**src/rtl/mux8_pkg.sv**
```systemverilog
// Shared constants, state type and round-robin pick function for the 8-channel
// bit-mux scheduler.
package mux8_pkg;

    localparam int unsigned NUM_CH = 8;
    localparam int unsigned SEL_W  = 3;

    typedef enum logic [0:0] {
        StIdle,
        StBusy
    } state_t;

    // Returns {found, idx}: first requesting channel scanning ptr, ptr+1, ... (mod 8).
    function automatic logic [SEL_W:0] rr_pick(input logic [NUM_CH-1:0] req,
                                               input logic [SEL_W-1:0]  ptr);
        logic             found;
        logic [SEL_W-1:0] idx;
        logic [SEL_W-1:0] cand;
        found = 1'b0;
        idx   = '0;
        for (int k = 0; k < NUM_CH; k++) begin
            cand = ptr + SEL_W'(k);
            if (!found && req[cand]) begin
                found = 1'b1;
                idx   = cand;
            end
        end
        return {found, idx};
    endfunction

endpackage

```
**src/rtl/mux_8x1.sv**
```systemverilog
// Plain 8:1 single-bit multiplexer shared by all requesters.
module mux_8x1
    import mux8_pkg::*;
(
    input  logic [NUM_CH-1:0] i,
    input  logic [SEL_W-1:0]  s,
    output logic              y
);

    always_comb begin
        y = i[s];
    end

endmodule

```
**src/rtl/mux8_rr_scheduler.sv**
```systemverilog
// Round-robin scheduler granting one of 8 requesters the shared bit mux and
// streaming the granted bit over a valid/ready handshake.
module mux8_rr_scheduler
    import mux8_pkg::*;
#(
    parameter int unsigned MAX_BEATS = 4
) (
    input  logic              clk,
    input  logic              rst,
    input  logic              en,
    input  logic [NUM_CH-1:0] req,
    input  logic [NUM_CH-1:0] i,
    output logic [NUM_CH-1:0] gnt,
    output logic [SEL_W-1:0]  s,
    output logic              y,
    output logic              y_valid,
    input  logic              y_ready,
    output logic              busy
);

    localparam int unsigned      CNT_W     = $clog2(MAX_BEATS) + 1;
    localparam logic [CNT_W-1:0] LAST_BEAT = CNT_W'(MAX_BEATS - 1);

    state_t            state_q;
    logic [NUM_CH-1:0] gnt_q;
    logic [SEL_W-1:0]  s_q;
    logic [SEL_W-1:0]  ptr_q;
    logic [CNT_W-1:0]  cnt_q;

    logic              mux_bit;
    logic              fire;
    logic              release_now;
    logic [SEL_W-1:0]  pick_ptr;
    logic [SEL_W:0]    pick;
    logic              pick_found;
    logic [SEL_W-1:0]  pick_idx;
    logic [NUM_CH-1:0] pick_oh;

    mux_8x1 u_mux (
        .i (i),
        .s (s_q),
        .y (mux_bit)
    );

    always_comb begin
        busy        = (state_q == StBusy);
        y_valid     = busy && req[s_q];
        y           = y_valid & mux_bit;
        fire        = y_valid && y_ready;
        release_now = busy && (!req[s_q] || (fire && (cnt_q == LAST_BEAT)));
        // On release the search restarts just past the channel being released.
        pick_ptr    = busy ? (s_q + SEL_W'(1)) : ptr_q;
        pick        = rr_pick(req, pick_ptr);
        pick_found  = pick[SEL_W];
        pick_idx    = pick[SEL_W-1:0];
        pick_oh     = '0;
        pick_oh[pick_idx] = 1'b1;
    end

    assign gnt = gnt_q;
    assign s   = s_q;

    always_ff @(posedge clk or posedge rst) begin
        if (rst) begin
            state_q <= StIdle;
            gnt_q   <= '0;
            s_q     <= '0;
            ptr_q   <= '0;
            cnt_q   <= '0;
        end else begin
            unique case (state_q)
                StIdle: begin
                    if (en && pick_found) begin
                        state_q <= StBusy;
                        gnt_q   <= pick_oh;
                        s_q     <= pick_idx;
                        cnt_q   <= '0;
                    end
                end
                StBusy: begin
                    if (release_now) begin
                        ptr_q <= pick_ptr;
                        if (en && pick_found) begin
                            gnt_q <= pick_oh;
                            s_q   <= pick_idx;
                            cnt_q <= '0;
                        end else begin
                            state_q <= StIdle;
                            gnt_q   <= '0;
                        end
                    end else if (fire) begin
                        cnt_q <= cnt_q + CNT_W'(1);
                    end
                end
                default: begin
                    state_q <= StIdle;
                    gnt_q   <= '0;
                end
            endcase
        end
    end

endmodule

```
**config.mk**
```make
export PLATFORM = sky130hd
export DESIGN_NAME = mux8_rr_scheduler
export DESIGN_NICKNAME = d
export VERILOG_FILES = /design/src/rtl/mux8_pkg.sv /design/src/rtl/mux_8x1.sv /design/src/rtl/mux8_rr_scheduler.sv
export SDC_FILE = /design/constraint.sdc
export NUM_CORES = 1
export LEC_CHECK = 0
export CORE_UTILIZATION = 60
export DETAILED_ROUTE_END_ITERATION = 10
export DONT_BUFFER_PORTS = 1
export PLACE_DENSITY_LB_ADDON = 0.1
export REMOVE_ABC_BUFFERS = 1
export SETUP_SLACK_MARGIN = 0.2
export SYNTH_ARGS = -nofsm -noshare
export SYNTH_HDL_FRONTEND = slang
export SYNTH_SLANG_ARGS = --single-unit
```
**constraint.sdc**
```tcl
create_clock -name clk -period 5.7 [get_ports clk]
set_input_delay 1.14 -clock clk [delete_from_list [all_inputs] [get_ports clk]]
set_output_delay 1.14 -clock clk [all_outputs]
set_load 0.02 [all_outputs]
```
### Yosys cells after proc, flatten, opt, wreduce, memory -nomap -nowiden

Index checks and enable logic that the tools add are counted.

* $add $sub $neg: 9
* $lt $le $gt $ge: 11
* equality and inequality tests: 4
* muxes and demuxes: 53
* bitwise logic cells: 2
* reductions and logical operators: 24

Operators with widths (number)
* $mux 3: 14
* $lt 3x4->1 const B: 10
* $bmux 1 s3: 10
* $mux 8: 3
* $mux 1: 21
* $pmux 8 s2: 1
* $logic_and 1x1->1: 13
* $add 3x3->3 const B: 4
* $pmux 3 s2: 2
* $add 3x1->3 const B: 3
* $logic_not 1->1: 8
* $add 3x2->3 const B: 2
* $reduce_and 2->1: 2
* $demux 1 s3: 1
* $eq 3x2->1 const B: 1
* $ge 3x1->1 const B: 1
* $ne 3x1->1 const B: 1
* $ne 2x1->1 const B: 1
* $ne 2x2->1 const B: 1
* $pmux 1 s2: 1
* $and 1x1->1: 1
* $logic_or 1x1->1: 1
* $not 1->1: 1

* bits in registers: 18
* bits of input ports: 20
* output and inout bits: 14
* word-level logic and storage cells: 108

### Logic depth before layout (Yosys ltp)

* word-level depth: 33
* gate-level depth with buffers: 14
* gate-level depth less buffers: 11

### Modules after synthesis

Synthesis repeated with hierarchy kept, for this count alone.

* cells, all modules: 222
* area total of the unflattened synthesis: 2014.4 um2

By module, submodules not included
* mux8_rr_scheduler: instances 1, cells each 219, area each 1950.6 um2, seq. area each 450.4 um2
* mux_8x1: instances 1, cells each 3, area each 63.8 um2, seq. area each 0.0 um2

### Worst setup path before layout

OpenSTA, ideal clock, no wires.

* path kind: flip-flop to flip-flop
* start: register s_q[1] (netlist: s[1])
* end: register gnt_q[4] (netlist: gnt[4])
* library setup time: 0.101 ns
* arrival: 4.181 ns
* data required time: 5.599 ns
* setup slack: 1.418 ns
* stages on the path, launching flop included: 14
* path buffers: 2
* clock period less this slack: 4.282 ns
* cell sequence: dfrtp_1 -> ha_1 -> mux2i_1 -> inv_1 -> clkbuf_1 -> ha_1 -> xnor2_1 -> mux2_2 -> or4_4 -> buf_6 -> nor4b_4 -> nor2_2 -> a211o_1 -> o32ai_1

* longest elaborated chain between the ends: 33
* elaborated cells on any way between the ends: 76
* classes of those cells: 8 x add/sub; 2 x order compare; 2 x eq/ne; 41 x mux; 23 x reduce/logical

RTL lines
* from (decl): line mux8_rr_scheduler.sv:26 `logic [SEL_W-1:0] s_q;`
* from (signal assigned): line mux8_rr_scheduler.sv:76 `s_q <= pick_idx;`
* from (signal assigned): line mux8_rr_scheduler.sv:85 `s_q <= pick_idx;`
* $add 3x1->3 *: line mux8_rr_scheduler.sv:52 `pick_ptr = busy ? (s_q + SEL_W'(1)) : ptr_q;`
* $mux 3 *: line mux8_rr_scheduler.sv:52
* named net pick_ptr[1]: line mux8_rr_scheduler.sv:33 `logic [SEL_W-1:0] pick_ptr;`
* branches (longest 31 deep; another with $add 3x1->3)
* to (signal assigned): line mux8_rr_scheduler.sv:75 `gnt_q <= pick_oh;`
* to (signal assigned): line mux8_rr_scheduler.sv:84 `gnt_q <= pick_oh;`
* to (decl): line mux8_rr_scheduler.sv:25 `logic [NUM_CH-1:0] gnt_q;`

Mark *: on every way through the listed nets, which the timed path passes. The select of a mux whose other input is x is not followed.
A chain may end at the register's enable or synchronous reset.

### Final worst setup path

* start: register s_q[0] (netlist: s[0])
* end: register gnt_q[5] (netlist: gnt[5])

* longest elaborated chain between the ends: 33
* elaborated cells on any way between the ends: 76
* classes of those cells: 8 x add/sub; 2 x order compare; 2 x eq/ne; 41 x mux; 23 x reduce/logical

RTL lines
* branches (longest 33 deep; another with $add 3x1->3)

Several ways; the timed one is not identified. The select of a mux whose other input is x is not followed.

==> flow_summary.json <==
{
  "gp_congestion": 0.980,
  "worstPathMaxFanout": 14,
  "worstRegToRegCells": 12,
  "ys_seq_elements": 18,
  "num_antenna_cells": 0,
  "drive_gt1_share_pct": 17.0,
  "synthesis.instances": 201,
  "dr.pass1.iters": 7,
  "final_util_pct": 67.7,
  "yosys_warnings": 0,
  "track_usage_pct": 28.3,
  "grt_pass1_wl_um": 7400,
  "max_cap_viol_count": 0,
  "vias": 1648,
  "synth_top_flop_cell": "dfrtp_1",
  "finalWorstSetupSlack_ps": 930,
  "initial_core_util_pct": 65.6,
  "fin_nets": 226,
  "cts_root_buf": "clkbuf_4",
  "syn_to_final_growth_pct": 3.32,
  "synth_area_um2": 1890,
  "cts_tree": "done",
  "status": "finished, violations left",
  "numCtsBuffers": 3,
  "fp.dieArea_um2": 3370,
  "cp.required_ps": 5900,
  "synth_area_per_cell_um2": 9.38,
  "hold_viol": 0,
  "placement.cell_area_um2": 1910,
  "num_io_pins": 34,
  "cts_setup_buffers": 0,
  "wl_um": 4390,
  "fin_tns_setup_ps": 0,
  "insertion_delay_ps": 300,
  "rsz0062_at_grt": "false",
  "min_path_type": "reg2reg",
  "grt_pass1_vias": 1542,
  "grt_overflow_total": 0,
  "async_flop_share_pct": 100,
  "ant_nets": 0,
  "hold_depth": 1,
  "timing_worst_setup_path_type": "reg2reg",
  "worst_pin_slew_ps": 675,
  "holdBufCountCts": 0,
  "violations": "DRC",
  "via_per_inst": 6.81,
  "seq_area_frac_synth_pct": 23.9,
  "slew_headroom_pct": 54.9,
  "fp.dieW_um": 58.1,
  "grt_max_degree": 19,
  "dr.first_iter.drc_count": 169,
  "antenna_found_initial": 0,
  "clk_path_buf_depth": 2,
  "worstSetupEndpointType": "flip-flop",
  "route.detailed.drc": 1,
  "design_area_um2": 1950,
  "die_h_um": 58.1,
  "rows": 19,
  "fillers": 218,
  "synth_cell_type_count": 52,
  "hpwl_um": 3430,
  "ctsResizeCount": 0,
  "io_buffer_count": 0,
  "synth-edff-count": 0,
  "coreArea_um2": 2880,
  "cts_num_sinks": 18,
  "clk_pin_slew_ps": 100,
  "period_minus_slack_ps": 4770,
  "fmax_mhz": 210,
  "finalSetupViolCount": 0,
  "finClkSkew_ps": 8.59,
  "crit_arrival_ps": 4970,
  "slew_viol_final": 0,
  "critPathLaunchType": "flip-flop",
  "wl_per_cell_um": 18.1,
  "post-place-ws_ps": 1000,
  "cts_max_level": 1,
  "min_period_over_period_pct": 83.7
}
-- synthesized netlist by cell type, types with 3 or more instances --
cell type / n / share of area, %
a21o_1: 5 / 2.0
nand3_1: 7 / 1.9
dfrtp_1: 18 / 24
and2_1: 4 / 1.3
mux2_2: 6 / 3.6
inv_1: 14 / 2.8
nor2b_1: 3 / 1.0
o21ai_0: 10 / 2.7
nor3_1: 3 / 0.80
mux4_2: 9 / 11
xnor2_1: 4 / 1.9
nand2_1: 14 / 2.8
ha_1: 5 / 3.3
nor2_1: 7 / 1.4
buf_2: 3 / 0.80
and3_1: 3 / 1.0
mux2i_1: 14 / 7.4
o32ai_1: 10 / 4.6
a21oi_1: 9 / 2.4
a221oi_1: 3 / 1.4
nand2b_1: 4 / 1.3
a211oi_1: 4 / 1.6
-- worst max-delay path: stages (launching register included) --
cell and delay [ps]:
dfrtp_1 720, ha_1 360, mux2i_1 150, buf_4 220, inv_1 190, ha_1 290
xnor2_1 480, mux2_2 430, or4_4 630, nor4b_4 390, o32ai_1 180, or2_2 360
o32ai_1 260
-- area by class of cell --
type / instances / area [um2] / area share [%]
timing repair buffer: 1 / 7.51 / 0.385
multi-input combinational: 162 / 1350 / 69.0
clock buffer: 4 / 36.3 / 1.86
tap: 42 / 52.6 / 2.70
sequential: 18 / 450 / 23.1
inverter: 15 / 56.3 / 2.89
-- cells in the final DEF (no fill, tap or decap), types with 3 or more instances in the layout --
| master | synthesis | layout |
|---|---|---|
| o32ai_1 | 10 | 10 |
| nor2b_1 | 3 | 3 |
| ha_1 | 5 | 5 |
| clkbuf_4 | 0 | 3 |
| inv_1 | 14 | 14 |
| a21oi_1 | 9 | 9 |
| o21ai_0 | 10 | 10 |
| a221oi_1 | 3 | 3 |
| and3_1 | 3 | 3 |
| xnor2_1 | 4 | 4 |
| a21o_1 | 5 | 5 |
| dfrtp_1 | 18 | 18 |
| nand3_1 | 7 | 7 |
| nor2_1 | 7 | 7 |
| mux4_2 | 9 | 9 |
| a211oi_1 | 4 | 4 |
| mux2_2 | 6 | 6 |
| nand2b_1 | 4 | 4 |
| mux2i_1 | 14 | 14 |
| nand2_1 | 14 | 14 |
| nor3_1 | 3 | 3 |
| and2_1 | 4 | 4 |
-- worst paths after layout --
path                           from       end  slack (ps)
min in group asynchronous       rst    gnt[3]         810
max                            s[0]    gnt[5]         930
min                        cnt_q[2]  cnt_q[2]         500
max in group asynchronous       rst  cnt_q[1]        4450
min reg2reg                cnt_q[2]  cnt_q[2]         500
max reg2reg                    s[0]    gnt[5]         930
-- per-layer routing --
metal,vias up,wire [um],track usage (%)
li1,776,-,-
met1,796,2120,43.9
met2,74,1990,42.9
met3,2,270,5.80
met4,0,10,2.04
met5,-,0,0
-- cells by family after synthesis --
family / Yosys count / synth area share (%)
XOR/XNOR: 6 / 3.58
adder cells (fa/ha/maj): 5 / 3.32
multiplexers: 30 / 22.6
AO/OA/AOI/OAI: 65 / 25.4
flip-flops: 18 / 23.9
AND/OR/NAND/NOR: 56 / 16.5
buffers and inverters: 21 / 4.78
-- stage by stage --
stage | instances | hold WS, ps
detailed placement | 238 | 476
finish | 242 | 496
floorplan | 195 | 450
CTS | 242 | 503
global route | 242 | 513
global placement | 238 | 473
-- state kept, by name, indices dropped and copies added (netlist names) --
| name | flops |
|---|---|
| ptr_q | 3 |
| cnt_q | 3 |
| busy | 1 |
| s | 3 |
| gnt | 8 |
Power is not shown: default switching activity piles up to over one toggle a cycle in this logic, so the estimate is an artifact.
